`src/rtl/ct_lsu_lq_pkg.sv`:
```
// Load queue shared types and helpers.
// Default sizing, fail FSM states and a population count.
package ct_lsu_lq_pkg;

    localparam int LQ_ENTRY_NUM = 16;
    localparam int LQ_IID_W     = 7;
    localparam int LQ_CNT_W     = $clog2(LQ_ENTRY_NUM + 1);

    typedef enum logic {
        LQ_IDLE = 1'b0,
        LQ_FAIL = 1'b1
    } lq_fsm_e;

    function automatic int unsigned popcount(input logic [63:0] v);
        int unsigned n;
        n = 0;
        for (int i = 0; i < 64; i++) begin
            n += int'(v[i]);
        end
        return n;
    endfunction

endpackage

```
`src/rtl/ct_lsu_lq_free_sel.sv`:
```
// Find-first-two selector over a free vector.
// Gives one-hot lowest/second-lowest set bits and the set-bit count.
module ct_lsu_lq_free_sel
    import ct_lsu_lq_pkg::*;
#(
    parameter int ENTRY_NUM = LQ_ENTRY_NUM,
    parameter int CNT_W     = LQ_CNT_W
) (
    input  logic [ENTRY_NUM-1:0] free_x,
    output logic [ENTRY_NUM-1:0] onehot0,
    output logic [ENTRY_NUM-1:0] onehot1,
    output logic [CNT_W-1:0]     free_cnt
);

    logic found0;
    logic found1;

    // Scan upward; first set bit goes to onehot0, second to onehot1.
    always_comb begin
        onehot0 = '0;
        onehot1 = '0;
        found0  = 1'b0;
        found1  = 1'b0;
        for (int i = 0; i < ENTRY_NUM; i++) begin
            if (free_x[i]) begin
                if (!found0) begin
                    onehot0[i] = 1'b1;
                    found0     = 1'b1;
                end else if (!found1) begin
                    onehot1[i] = 1'b1;
                    found1     = 1'b1;
                end
            end
        end
        free_cnt = CNT_W'(popcount(64'(free_x)));
    end

endmodule

```
`src/rtl/ct_lsu_lq_alloc_ctrl.sv`:
```
// Load queue allocation and speculation-fail controller.
// Picks entries for DC loads, flags replay, tracks occupancy and fails.
module ct_lsu_lq_alloc_ctrl
    import ct_lsu_lq_pkg::*;
#(
    parameter int ENTRY_NUM = LQ_ENTRY_NUM,
    parameter int IID_W     = LQ_IID_W,
    parameter int CNT_W     = LQ_CNT_W
) (
    input  logic                 forever_cpuclk,
    input  logic                 cpurst,
    input  logic                 ld_dc_inst_chk_vld,
    input  logic                 ld_dc_chk_ld_addr1_vld,
    input  logic [IID_W-1:0]     ld_dc_iid,
    input  logic                 rtu_yy_xx_flush,
    input  logic [ENTRY_NUM-1:0] lq_entry_vld_x,
    input  logic [ENTRY_NUM-1:0] lq_entry_inst_hit_x,
    input  logic [ENTRY_NUM-1:0] lq_entry_rar_spec_fail_x,
    input  logic [ENTRY_NUM-1:0] lq_entry_raw_spec_fail_x,
    output logic [ENTRY_NUM-1:0] lq_create0_vld_x,
    output logic [ENTRY_NUM-1:0] lq_create1_vld_x,
    output logic [ENTRY_NUM-1:0] lq_create0_dp_vld_x,
    output logic [ENTRY_NUM-1:0] lq_create1_dp_vld_x,
    output logic [ENTRY_NUM-1:0] lq_create_gateclk_en_x,
    output logic                 lq_ld_dc_replay,
    output logic                 lq_full,
    output logic [CNT_W-1:0]     lq_entry_cnt,
    output logic                 lq_spec_fail_req,
    output logic [1:0]           lq_spec_fail_type
);

    lq_fsm_e              state;
    logic [ENTRY_NUM-1:0] sel0;
    logic [ENTRY_NUM-1:0] sel1;
    logic [CNT_W-1:0]     free_cnt;
    logic [CNT_W-1:0]     alloc_num;
    logic [1:0]           need;
    logic                 hit;
    logic                 cap_ok;
    logic                 create_en;
    logic                 split;
    logic                 rar_any;
    logic                 raw_any;
    logic                 unused_iid;

    // The iid is carried for trace only.
    assign unused_iid = ^ld_dc_iid;

    ct_lsu_lq_free_sel #(
        .ENTRY_NUM(ENTRY_NUM),
        .CNT_W    (CNT_W)
    ) u_free_sel (
        .free_x  (~lq_entry_vld_x),
        .onehot0 (sel0),
        .onehot1 (sel1),
        .free_cnt(free_cnt)
    );

    // Request decode, create strobes and replay decision.
    always_comb begin
        split     = ld_dc_inst_chk_vld && ld_dc_chk_ld_addr1_vld;
        need      = ld_dc_inst_chk_vld ? (split ? 2'd2 : 2'd1) : 2'd0;
        hit       = |lq_entry_inst_hit_x;
        cap_ok    = free_cnt >= CNT_W'(need);
        create_en = (need != 2'd0) && !hit && cap_ok
                    && !rtu_yy_xx_flush && (state == LQ_IDLE);
        lq_create0_vld_x = create_en ? sel0 : '0;
        lq_create1_vld_x = (create_en && split) ? sel1 : '0;
        lq_create0_dp_vld_x = lq_create0_vld_x;
        lq_create1_dp_vld_x = lq_create1_vld_x;
        lq_create_gateclk_en_x = (ld_dc_inst_chk_vld ? sel0 : '0)
                               | (split ? sel1 : '0);
        lq_ld_dc_replay = (need != 2'd0) && !hit
                          && (!cap_ok || state == LQ_FAIL)
                          && !rtu_yy_xx_flush;
        alloc_num = CNT_W'(create_en) + CNT_W'(create_en && split);
        rar_any   = |lq_entry_rar_spec_fail_x;
        raw_any   = |lq_entry_raw_spec_fail_x;
    end

    // Occupancy and near-full flags, one cycle behind the entry array.
    always_ff @(posedge forever_cpuclk) begin
        if (cpurst) begin
            lq_entry_cnt <= '0;
            lq_full      <= 1'b0;
        end else begin
            lq_entry_cnt <= CNT_W'(popcount(64'(lq_entry_vld_x)));
            lq_full      <= (free_cnt - alloc_num) < CNT_W'(2);
        end
    end

    // Sticky speculation-fail FSM; flush always wins over a new fail.
    always_ff @(posedge forever_cpuclk) begin
        if (cpurst) begin
            state             <= LQ_IDLE;
            lq_spec_fail_req  <= 1'b0;
            lq_spec_fail_type <= 2'b00;
        end else begin
            unique case (state)
                LQ_IDLE: begin
                    if ((rar_any || raw_any) && !rtu_yy_xx_flush) begin
                        state             <= LQ_FAIL;
                        lq_spec_fail_req  <= 1'b1;
                        lq_spec_fail_type <= {raw_any, rar_any};
                    end
                end
                LQ_FAIL: begin
                    if (rtu_yy_xx_flush) begin
                        state             <= LQ_IDLE;
                        lq_spec_fail_req  <= 1'b0;
                        lq_spec_fail_type <= 2'b00;
                    end else begin
                        lq_spec_fail_type <= lq_spec_fail_type
                                           | {raw_any, rar_any};
                    end
                end
                default: begin
                    state            <= LQ_IDLE;
                    lq_spec_fail_req <= 1'b0;
                end
            endcase
        end
    end

endmodule

```
`config.mk`:
```
export PLATFORM = sky130hd
export DESIGN_NAME = ct_lsu_lq_alloc_ctrl
export DESIGN_NICKNAME = d
export VERILOG_FILES = /design/src/rtl/ct_lsu_lq_pkg.sv /design/src/rtl/ct_lsu_lq_free_sel.sv /design/src/rtl/ct_lsu_lq_alloc_ctrl.sv
export SDC_FILE = /design/constraint.sdc
export NUM_CORES = 1
export LEC_CHECK = 0
export ABC_AREA = 1
export BUFFER_PORTS_ARGS = -buffer_cell sky130_fd_sc_hd__buf_4
export CAP_MARGIN = 40
export CELL_PAD_IN_SITES_DETAIL_PLACEMENT = 1
export CELL_PAD_IN_SITES_GLOBAL_PLACEMENT = 1
export CORE_MARGIN = 10
export CORE_UTILIZATION = 27
export CTS_CLUSTER_DIAMETER = 200
export CTS_CLUSTER_SIZE = 14
export DETAILED_ROUTE_END_ITERATION = 10
export GPL_TIMING_DRIVEN = 0
export PLACE_DENSITY = 0.89
export SLEW_MARGIN = 20
export SYNTH_ARGS = -nofsm -noshare
export SYNTH_HDL_FRONTEND = slang
export SYNTH_SLANG_ARGS = --single-unit
```
`constraint.sdc`:
```
create_clock -name forever_cpuclk -period 7.8 [get_ports forever_cpuclk]
set_clock_uncertainty 0.1 [all_clocks]
set_input_delay 0.78 -clock forever_cpuclk [delete_from_list [all_inputs] [get_ports forever_cpuclk]]
set_output_delay 0.78 -clock forever_cpuclk [all_outputs]
set_load 0.01 [all_outputs]
```
==> flow_summary_export.csv, run 1 <==
group,metric,value,unit
run_status,outcome,"finished clean",
clock_tree,clk_transition_reported_paths,0.05,ns
final_layout,layout.cells.non_filler,595,
setup_path,criticalPathCategory,"input port to output pin",
final_layout,post_route_cells_drive_above_1_share,0.4347,
placed_design,port-buffer-count,156,
clock_tree,cts_tree,"done",
setup_path,worst_path_max_delay_cell,"fa_1",
routing,drt_first_iter_violations,75,
run,timing.max_cap.violations,0,
final_layout,n_antenna_cell,0,
setup_path,endpoint_kind_of_the_worst_setup_timing_path,"output pin",
placed_design,post_dp_cell_area,0.003556,mm²
routing,detail_route.wirelength,10410,µm
global_route,grt_pass1_wl,16520,µm
routing,routed_wire_length_per_instance,17.49,µm
setup_path,critPathArrivalTime,6.21,ns
worst_hold_path,timing.hold.worst_path_depth,2,
routing,number_of_search_and_repair_iterations_in_the_first_detailed_routing_pass,4,
logic_synthesis,synth_sequential_area_ratio,0.08899,
power,worst_supply_voltage_drop_on_vdd,76.88,µV
timing,finalSetupViolations,0,
clock_tree,cts_sinks,10,
die,io-pin-count,166,
clock_tree,htree_num_levels,1,
clock_tree,postCtsSetupBuffers,0,
routing,post-route-drc-count,0,
placed_design,finalWeightedCongestion,0.8510,
logic_synthesis,yosysTopAreaCellShare,0.1780,
global_route,top_usage_layer,"met2",
setup_path,max_fo_critical_path,10,
logic_synthesis,synthesis.instances,329,
final_layout,final_nets,602,
logic_synthesis,synth_area_leader_cell,"fa_1",
timing,maxSlewHeadroom,0.5901,
clock_tree,clock_tree.root_cell,"clkbuf_8",
setup_path,cp_data_required_time,6.92,ns
logic_synthesis,synth.yosys.warnings,0,
timing,maxSlewViolCount,0,
timing,fin_worst_hold_slack,0.3782,ns
logic_synthesis,syn-mean-instance-area,6.838,µm²
timing,finalHoldViolations,0,
global_route,groute.layer.met2.usage,0.3306,
global_route,vias_in_the_first_global_route,3147,
global_route,globalRouteMet1Util,0.1560,
power,power.static_leakage,1.919,nW
logic_synthesis,number_of_synthesized_register_bits,10,
timing,period_needed,7.093,ns
timing,share_of_the_cycle_needed_by_the_critical_path_after_routing,0.9094,
logic_synthesis,ys_types,34,
setup_path,worstPathBufferInverterCount,7,
power,power,0.4938,mW
clock_tree,cts_hold_repair.buffers,0,
timing,grt_setup_unrepaired,"false",
final_layout,synthToLayoutAreaGrowth,60.51,%
die,die_h,111.3,µm
setup_path,path_delay_family,"adder cells",
setup_path,timing.reg2reg.worst_path_depth,8,
clock_tree,clockBufferDepth,2,
setup_path,cp_common_cell,"fa_1",
global_route,antenna_found_initial,0,
clock_tree,clk_latency,0.25,ns
placed_design,placed_cells_incl_taps,591,
routing,route.antenna.remaining_nets,0,
global_route,grt.total_usage,0.1588,
clock_tree,numCtsBuffers,3,
logic_synthesis,syn_area,0.002250,mm²
placed_design,hpwl,9143,µm
die,coreArea,0.008175,mm²
power,power.density,136.7,mW/mm²
setup_path,critical-path-max-stage-delay,0.56,ns
clock_tree,post_cts_resize_count,0,
global_route,overflow,0,
die,initial_util,0.2752,
timing,worst_pin_slew,0.6148,ns
final_layout,design_area,0.003611,mm²
die,std_cell_rows,33,
setup_path,crit_path_start_kind,"input port",
global_route,grtUsageMet3,0.02489,
worst_hold_path,hp-class,"flop to flop",
routing,dr_total_vias,2813,
logic_synthesis,synthTopCellsByArea,"fa_1 18%, buf_4 11%, inv_1 9.2%",
timing,fmax,0.1410,GHz
setup_path,critical_path_depth,19,
die,dieWidth,111.3,µm
setup_path,critical_path.cell_chain,"buf_4 > inv_1 > ha_1 > fa_1 > fa_1 > fa_1 > fa_1 > fa_1 > inv_1 > fa_1 > inv_1 > ha_1 > a211oi_1 > nand3_1 > nand3_1 > clkbuf_1 > nor2_1 > buf_4 > buf_4",
die,design.die.area,0.01238,mm²
timing,setup-tns-final,0,ns
global_route,grt_max_degree,11,
routing,drt-vias-per-instance,4.728,
## logic make-up (layout without fill, tap and decap cells)
group	after synthesis	after routing	share of synthesized area
buffers and inverters	93	253	0.2108
adder cells (fa/ha/maj)	35	35	0.2614
XOR/XNOR	3	3	0.01168
flip-flops	10	10	0.08899
AND/OR/NAND/NOR	155	155	0.3454
AO/OA/AOI/OAI	32	32	0.08009
other	1	2	0.001667
## cell usage in the layout, fill, tap and decap left out
master,instances
buf_4,189
inv_1,55
nor2_1,44
nand2_1,40
fa_1,20
o21ai_0,17
nand3_1,17
nand4_1,16
ha_1,15
nor4_1,10
dfxtp_1,10
nor3_1,8
nor2_2,7
a21oi_1,5
nand3_2,4
clkbuf_8,4
clkbuf_1,3
nor2_4,3
xor2_1,2
nand4_2,2
nand3b_1,2
o21ai_1,2
o31ai_1,2
conb_1,2
a211oi_1,1
buf_1,1
nand2_2,1
buf_2,1
nor3_2,1
o22ai_1,1
a21boi_0,1
a21o_1,1
xnor2_1,1
a31oi_1,1
o21ba_2,1
## where the power goes
| group | internal [mW] | switching, mW | total [mW] |
|---|---|---|---|
| sequential | 0.0639 | 0.00460 | 0.0685 |
| clock | 0.0447 | 0.0240 | 0.0686 |
| combinational | 0.155 | 0.202 | 0.357 |
| total | 0.263 | 0.230 | 0.494 |
## sequential cells by signal (all words and copies together), names as in the netlist
| register | cells |
|---|---|
| lq_spec_fail_type | 2 |
| lq_full | 1 |
| state | 1 |
| lq_entry_cnt | 5 |
| lq_spec_fail_req | 1 |
## tightest hold or removal path: cells and delay by family, from the launching register on
family	cells	cell delay, ns
flip-flops	1	0.32
AND/OR/NAND/NOR	2	0.12
## final cells by class
class,instances,area [µm²]
Fill cell,1075,4564
Buffer,38,267.8
Tap cell,105,131.4
Timing Repair Buffer,156,1171
Sequential cell,10,200.2
Inverter,55,206.4
Multi-Input combinational cell,227,1579
Clock buffer,4,55.05
## through the flow
| step | utilization | setup slack, ns |
|---|---|---|
| 2_1_floorplan | - | 1.618 |
| 3_3_place_gp | 0.4350 | 0.8790 |
| 3_5_place_dp | 0.4350 | 0.7631 |
| 4_1_cts | 0.4417 | 0.7301 |
| 5_1_grt | 0.4417 | 0.5008 |
| 6_report | 0.4417 | 0.7069 |
## synthesized netlist by cell type
cell type and instances:
inv_1 55, nor2_1 44, nand2_1 40, buf_4 33, fa_1 20, nand3_1 17, o21ai_0 17, nand4_1 16
ha_1 15, dfxtp_1 10, nor4_1 10, nor3_1 8, nor2_2 7, a21oi_1 5, nand3_2 4, clkbuf_1 3
nor2_4 3, nand3b_1 2, nand4_2 2, o21ai_1 2, o31ai_1 2, xor2_1 2, a211oi_1 1, a21boi_0 1
a21o_1 1, a31oi_1 1, buf_1 1, buf_2 1, conb_1 1, nand2_2 1, nor3_2 1, o21ba_2 1
o22ai_1 1, xnor2_1 1
## routing by layer
layer / vias to the layer above / share of wire
li1: 1353 / -
met1: 1364 / 0.35
met2: 82 / 0.59
met3: 14 / 0.042
met4: 0 / 0.015
met5: - / 0
## path summary, 6_finish.rpt
check                           slack, ns              endpoint                 start
worst max register to register       5.94               lq_full                 state
worst max-delay path                 0.71  lq_create1_vld_x[12]     lq_entry_vld_x[0]
worst min register to register       0.38  lq_spec_fail_type[1]  lq_spec_fail_type[1]
worst min-delay path                 0.38  lq_spec_fail_type[1]  lq_spec_fail_type[1]
Power figures use the tool's default switching activity.
==> inputs of run 2 (changes only) <==
Settings changed: ABC_AREA 1 to not set, CORE_UTILIZATION 27 to 29, PLACE_DENSITY 0.89 to 0.92.
==> run 2 against run 1 <==
Global-route usage decreased by 0.18 points. Largest cell class unchanged. Clock power shrank 23%. Utilization grew 0.53 points. Sequential share of layout area shrank 0.38 points. Non-clock buffer count increased by 9. Via count rose by 8.4%. Critical path type unchanged. Synthesized cell count grew 5.2%. Sequential cell count unchanged. Clock-buffer cell count down 1. Combinational power rose by 4%. Register-to-register slack worse by 0.50 ns. First-iteration DRC count decreased by 5.3%.
==> flow_summary_export.csv, run 2 <==
group,metric,value,unit
run_status,outcome,"finished clean",
routing,route.antenna.remaining_nets,0,
clock_tree,clock_tree.root_cell,"clkbuf_8",
routing,routed_wire_length_per_instance,17.66,µm
logic_synthesis,synthTopCellsByArea,"fa_1 16%, buf_4 11%, dfxtp_1 7.8%",
clock_tree,clk_transition_reported_paths,0.05,ns
logic_synthesis,basic_gate_share_of_the_synthesized_area_counting_and_or_nand_and_nor_cells,0.2902,
timing,setup-tns-final,0,ns
setup_path,endpoint_kind_of_the_worst_setup_timing_path,"output pin",
setup_path,criticalPathCategory,"input port to output pin",
timing,fmax,0.1376,GHz
logic_synthesis,synth_top_flop_cell,"dfxtp_1",
final_layout,synthToLayoutAreaGrowth,51.22,%
logic_synthesis,synth_sequential_area_ratio,0.07805,
placed_design,port-buffer-count,151,
clock_tree,cts_tree,"done",
power,power.static_leakage,1.929,nW
global_route,overflow,0,
final_layout,final_nets,614,
die,coreArea,0.008678,mm²
placed_design,finalWeightedCongestion,0.8309,
logic_synthesis,synthMostInstantiatedCell,"inv_1",
power,power.share.switching,0.4580,
final_layout,multi_input_comb_area,0.001848,mm²
timing,grt_setup_unrepaired,"false",
clock_tree,clk_latency,0.24,ns
setup_path,cp_data_required_time,6.92,ns
logic_synthesis,synth_top_cells_by_count,"43 x inv_1, 38 x buf_4, 32 x nor2_1",
worst_hold_path,hp-class,"flop to flop",
global_route,grt_max_degree,11,
final_layout,fillers,1105,
power,power.clock.fraction,0.108,
final_layout,regArea,200.2,µm²
die,dieWidth,114.0,µm
final_layout,largestRegisters,"lq_entry_cnt (5), lq_spec_fail_type (2)",
die,initial_util,0.2956,
logic_synthesis,ys_types,56,
logic_synthesis,synth_area_leader_cell,"fa_1",
routing,detail_route.wirelength,10760,µm
timing,postLayoutSetupSlackWorst,0.5330,ns
power,power.density,126.3,mW/mm²
logic_synthesis,synth_top_family_by_area,"simple AND/OR/NAND/NOR gates",
run,timing.max_cap.violations,0,
logic_synthesis,synth_compound_gate_area_share,0.1498,
power,share_comb_of_total_power,0.754,
logic_synthesis,number_of_synthesized_register_bits,10,
setup_path,crit_path_start_kind,"input port",
power,worst_supply_voltage_drop_on_vdd,64.95,µV
placed_design,place_ws,0.5610,ns
die,die_h,114.0,µm
logic_synthesis,yosysTopAreaCellShare,0.1561,
timing,finalSetupViolations,0,
routing,drt_first_iter_violations,71,
routing,drt-vias-per-instance,5.007,
logic_synthesis,yosys.area_share.adder,0.2293,
logic_synthesis,synth.yosys.warnings,0,
logic_synthesis,synth-xor-area-share,0.04439,
global_route,vias_in_the_first_global_route,3357,
die,design.die.area,0.01301,mm²
die,io-pin-count,166,
clock_tree,postCtsSetupBuffers,0,
final_layout,largest_reg_flops,5,
clock_tree,numCtsBuffers,3,
final_layout,max_flop_register,"lq_entry_cnt",
logic_synthesis,synthesis.instances,346,
logic_synthesis,syn-mean-instance-area,7.413,µm²
routing,number_of_search_and_repair_iterations_in_the_first_detailed_routing_pass,4,
global_route,antenna_found_initial,0,
logic_synthesis,synth_enable_flop_cells,0,
setup_path,max_fo_critical_path,10,
final_layout,leading_cell_types_in_the_layout_fill_and_taps_excluded,"189 x buf_4, 43 x inv_1, 32 x nor2_1, 22 x a21oi_1, 20 x fa_1",
placed_design,hpwl,9420,µm
power,p_switching,0.2244,mW
global_route,grt_pass1_wl,17040,µm
final_layout,final_common_cell,"buf_4",
logic_synthesis,synth_mux_area_frac,0.003902,
routing,dr_total_vias,3049,
clock_tree,htree_num_levels,1,
final_layout,n_antenna_cell,0,
timing,worst_pin_slew,0.7710,ns
clock_tree,clockBufferDepth,2,
timing,maxSlewHeadroom,0.4727,
clock_tree,cts_sinks,10,
logic_synthesis,synthArstFlopShare,0,
timing,period_needed,7.267,ns
clock_tree,cts_hold_repair.buffers,0,
power,power.share.sequential,0.138,
global_route,grt.total_usage,0.1570,
setup_path,critPathArrivalTime,6.39,ns
timing,finalHoldViolations,0,
routing,post-route-drc-count,0,
clock_tree,post_cts_resize_count,0,
timing,share_of_the_cycle_needed_by_the_critical_path_after_routing,0.9317,
power,internal_power,0.2655,mW
die,std_cell_rows,34,
timing,maxSlewViolCount,0,
final_layout,post_route_cells_drive_above_1_share,0.4112,
logic_synthesis,syn_area,0.002565,mm²
run 2: changes by cell type in the layout (fill, tap and decap cells not counted), moves of 5 or more:
cell,before,now
a21oi_1,5,22
clkbuf_1,3,8
inv_1,55,43
nand2_1,40,18
nand3_1,17,8
nand4_1,16,2
nor2_1,44,32
nor2_2,7,0
nor3_1,8,18
nor4_1,10,19
o21ai_0,17,7
xnor2_1,1,8
run 2: cells by family after synthesis:
group                      count (synthesis)
adders and majority gates                 35
buffers and inverters                     96
DFF                                       10
xor gates and xnor gates                  13
muxes                                      1
and+or+nand+nor                          133
AOI/OAI and AO/OA                         57
other                                      1
run 2: cell type report:
type / instances / area share
sequential: 10 / 0.05161
inverter: 44 / 0.04258
timing repair buffer: 151 / 0.2923
buffer: 52 / 0.09161
tap: 108 / 0.03484
multi-input combinational: 241 / 0.4765
clock buffer: 3 / 0.01065
run 2: worst paths after layout:
kind / startpoint / depth (start not counted) / slack, ns / to
min: lq_spec_fail_req / 2 / 0.36 / lq_spec_fail_req
max: lq_entry_vld_x[10] / 20 / 0.53 / lq_create1_vld_x[2]
max reg2reg: state / 9 / 5.44 / lq_full
min reg2reg: lq_spec_fail_req / 2 / 0.36 / lq_spec_fail_req
run 2: routing by layer:
layer / GRT usage / wire length [µm]
met2: 0.2866 / 5509
met1: 0.1740 / 4235
met3: 0.05669 / 997
met4: 0.01838 / 14
met5: 0 / 0
run 2: critical path, cell delays in order:
cell and delay, ns:
buf_4 0.09, clkbuf_1 0.33, inv_1 0.18, fa_1 0.53
fa_1 0.45, fa_1 0.55, fa_1 0.44, fa_1 0.43
inv_1 0.08, fa_1 0.45, inv_1 0.08, ha_1 0.21
o21ai_0 0.07, nand4b_1 0.15, o211ai_1 0.22, buf_2 0.30
buf_1 0.53, nor4_1 0.20, buf_4 0.18, buf_4 0.13
run 2: power by group through the flow:
| stage | sequential (mW) | clock [mW] | combinational [mW] |
|---|---|---|---|
| 2_1_floorplan | 0.0740 | 0 | 0.242 |
| 3_3_place_gp | 0.0681 | 0 | 0.345 |
| 3_5_place_dp | 0.0684 | 0 | 0.375 |
| 4_1_cts | 0.0676 | 0.0548 | 0.376 |
| 5_1_grt | 0.0687 | 0.0576 | 0.420 |
| 6_report | 0.0674 | 0.0529 | 0.370 |
run 2: stage by stage:
stage	total power [mW]	utilization	cell area [µm²]	hold WS (ns)	cells
final	0.4898	0.4469	3879	0.3614	609
after global routing	0.5460	0.4469	3879	0.3831	609
after CTS	0.4988	0.4469	3879	0.3621	609
after detailed placement	0.4435	0.4422	3837	0.3580	606
after global placement	0.4132	0.4422	3837	0.3457	606
after floorplan	0.3157	-	2569	0.3805	347
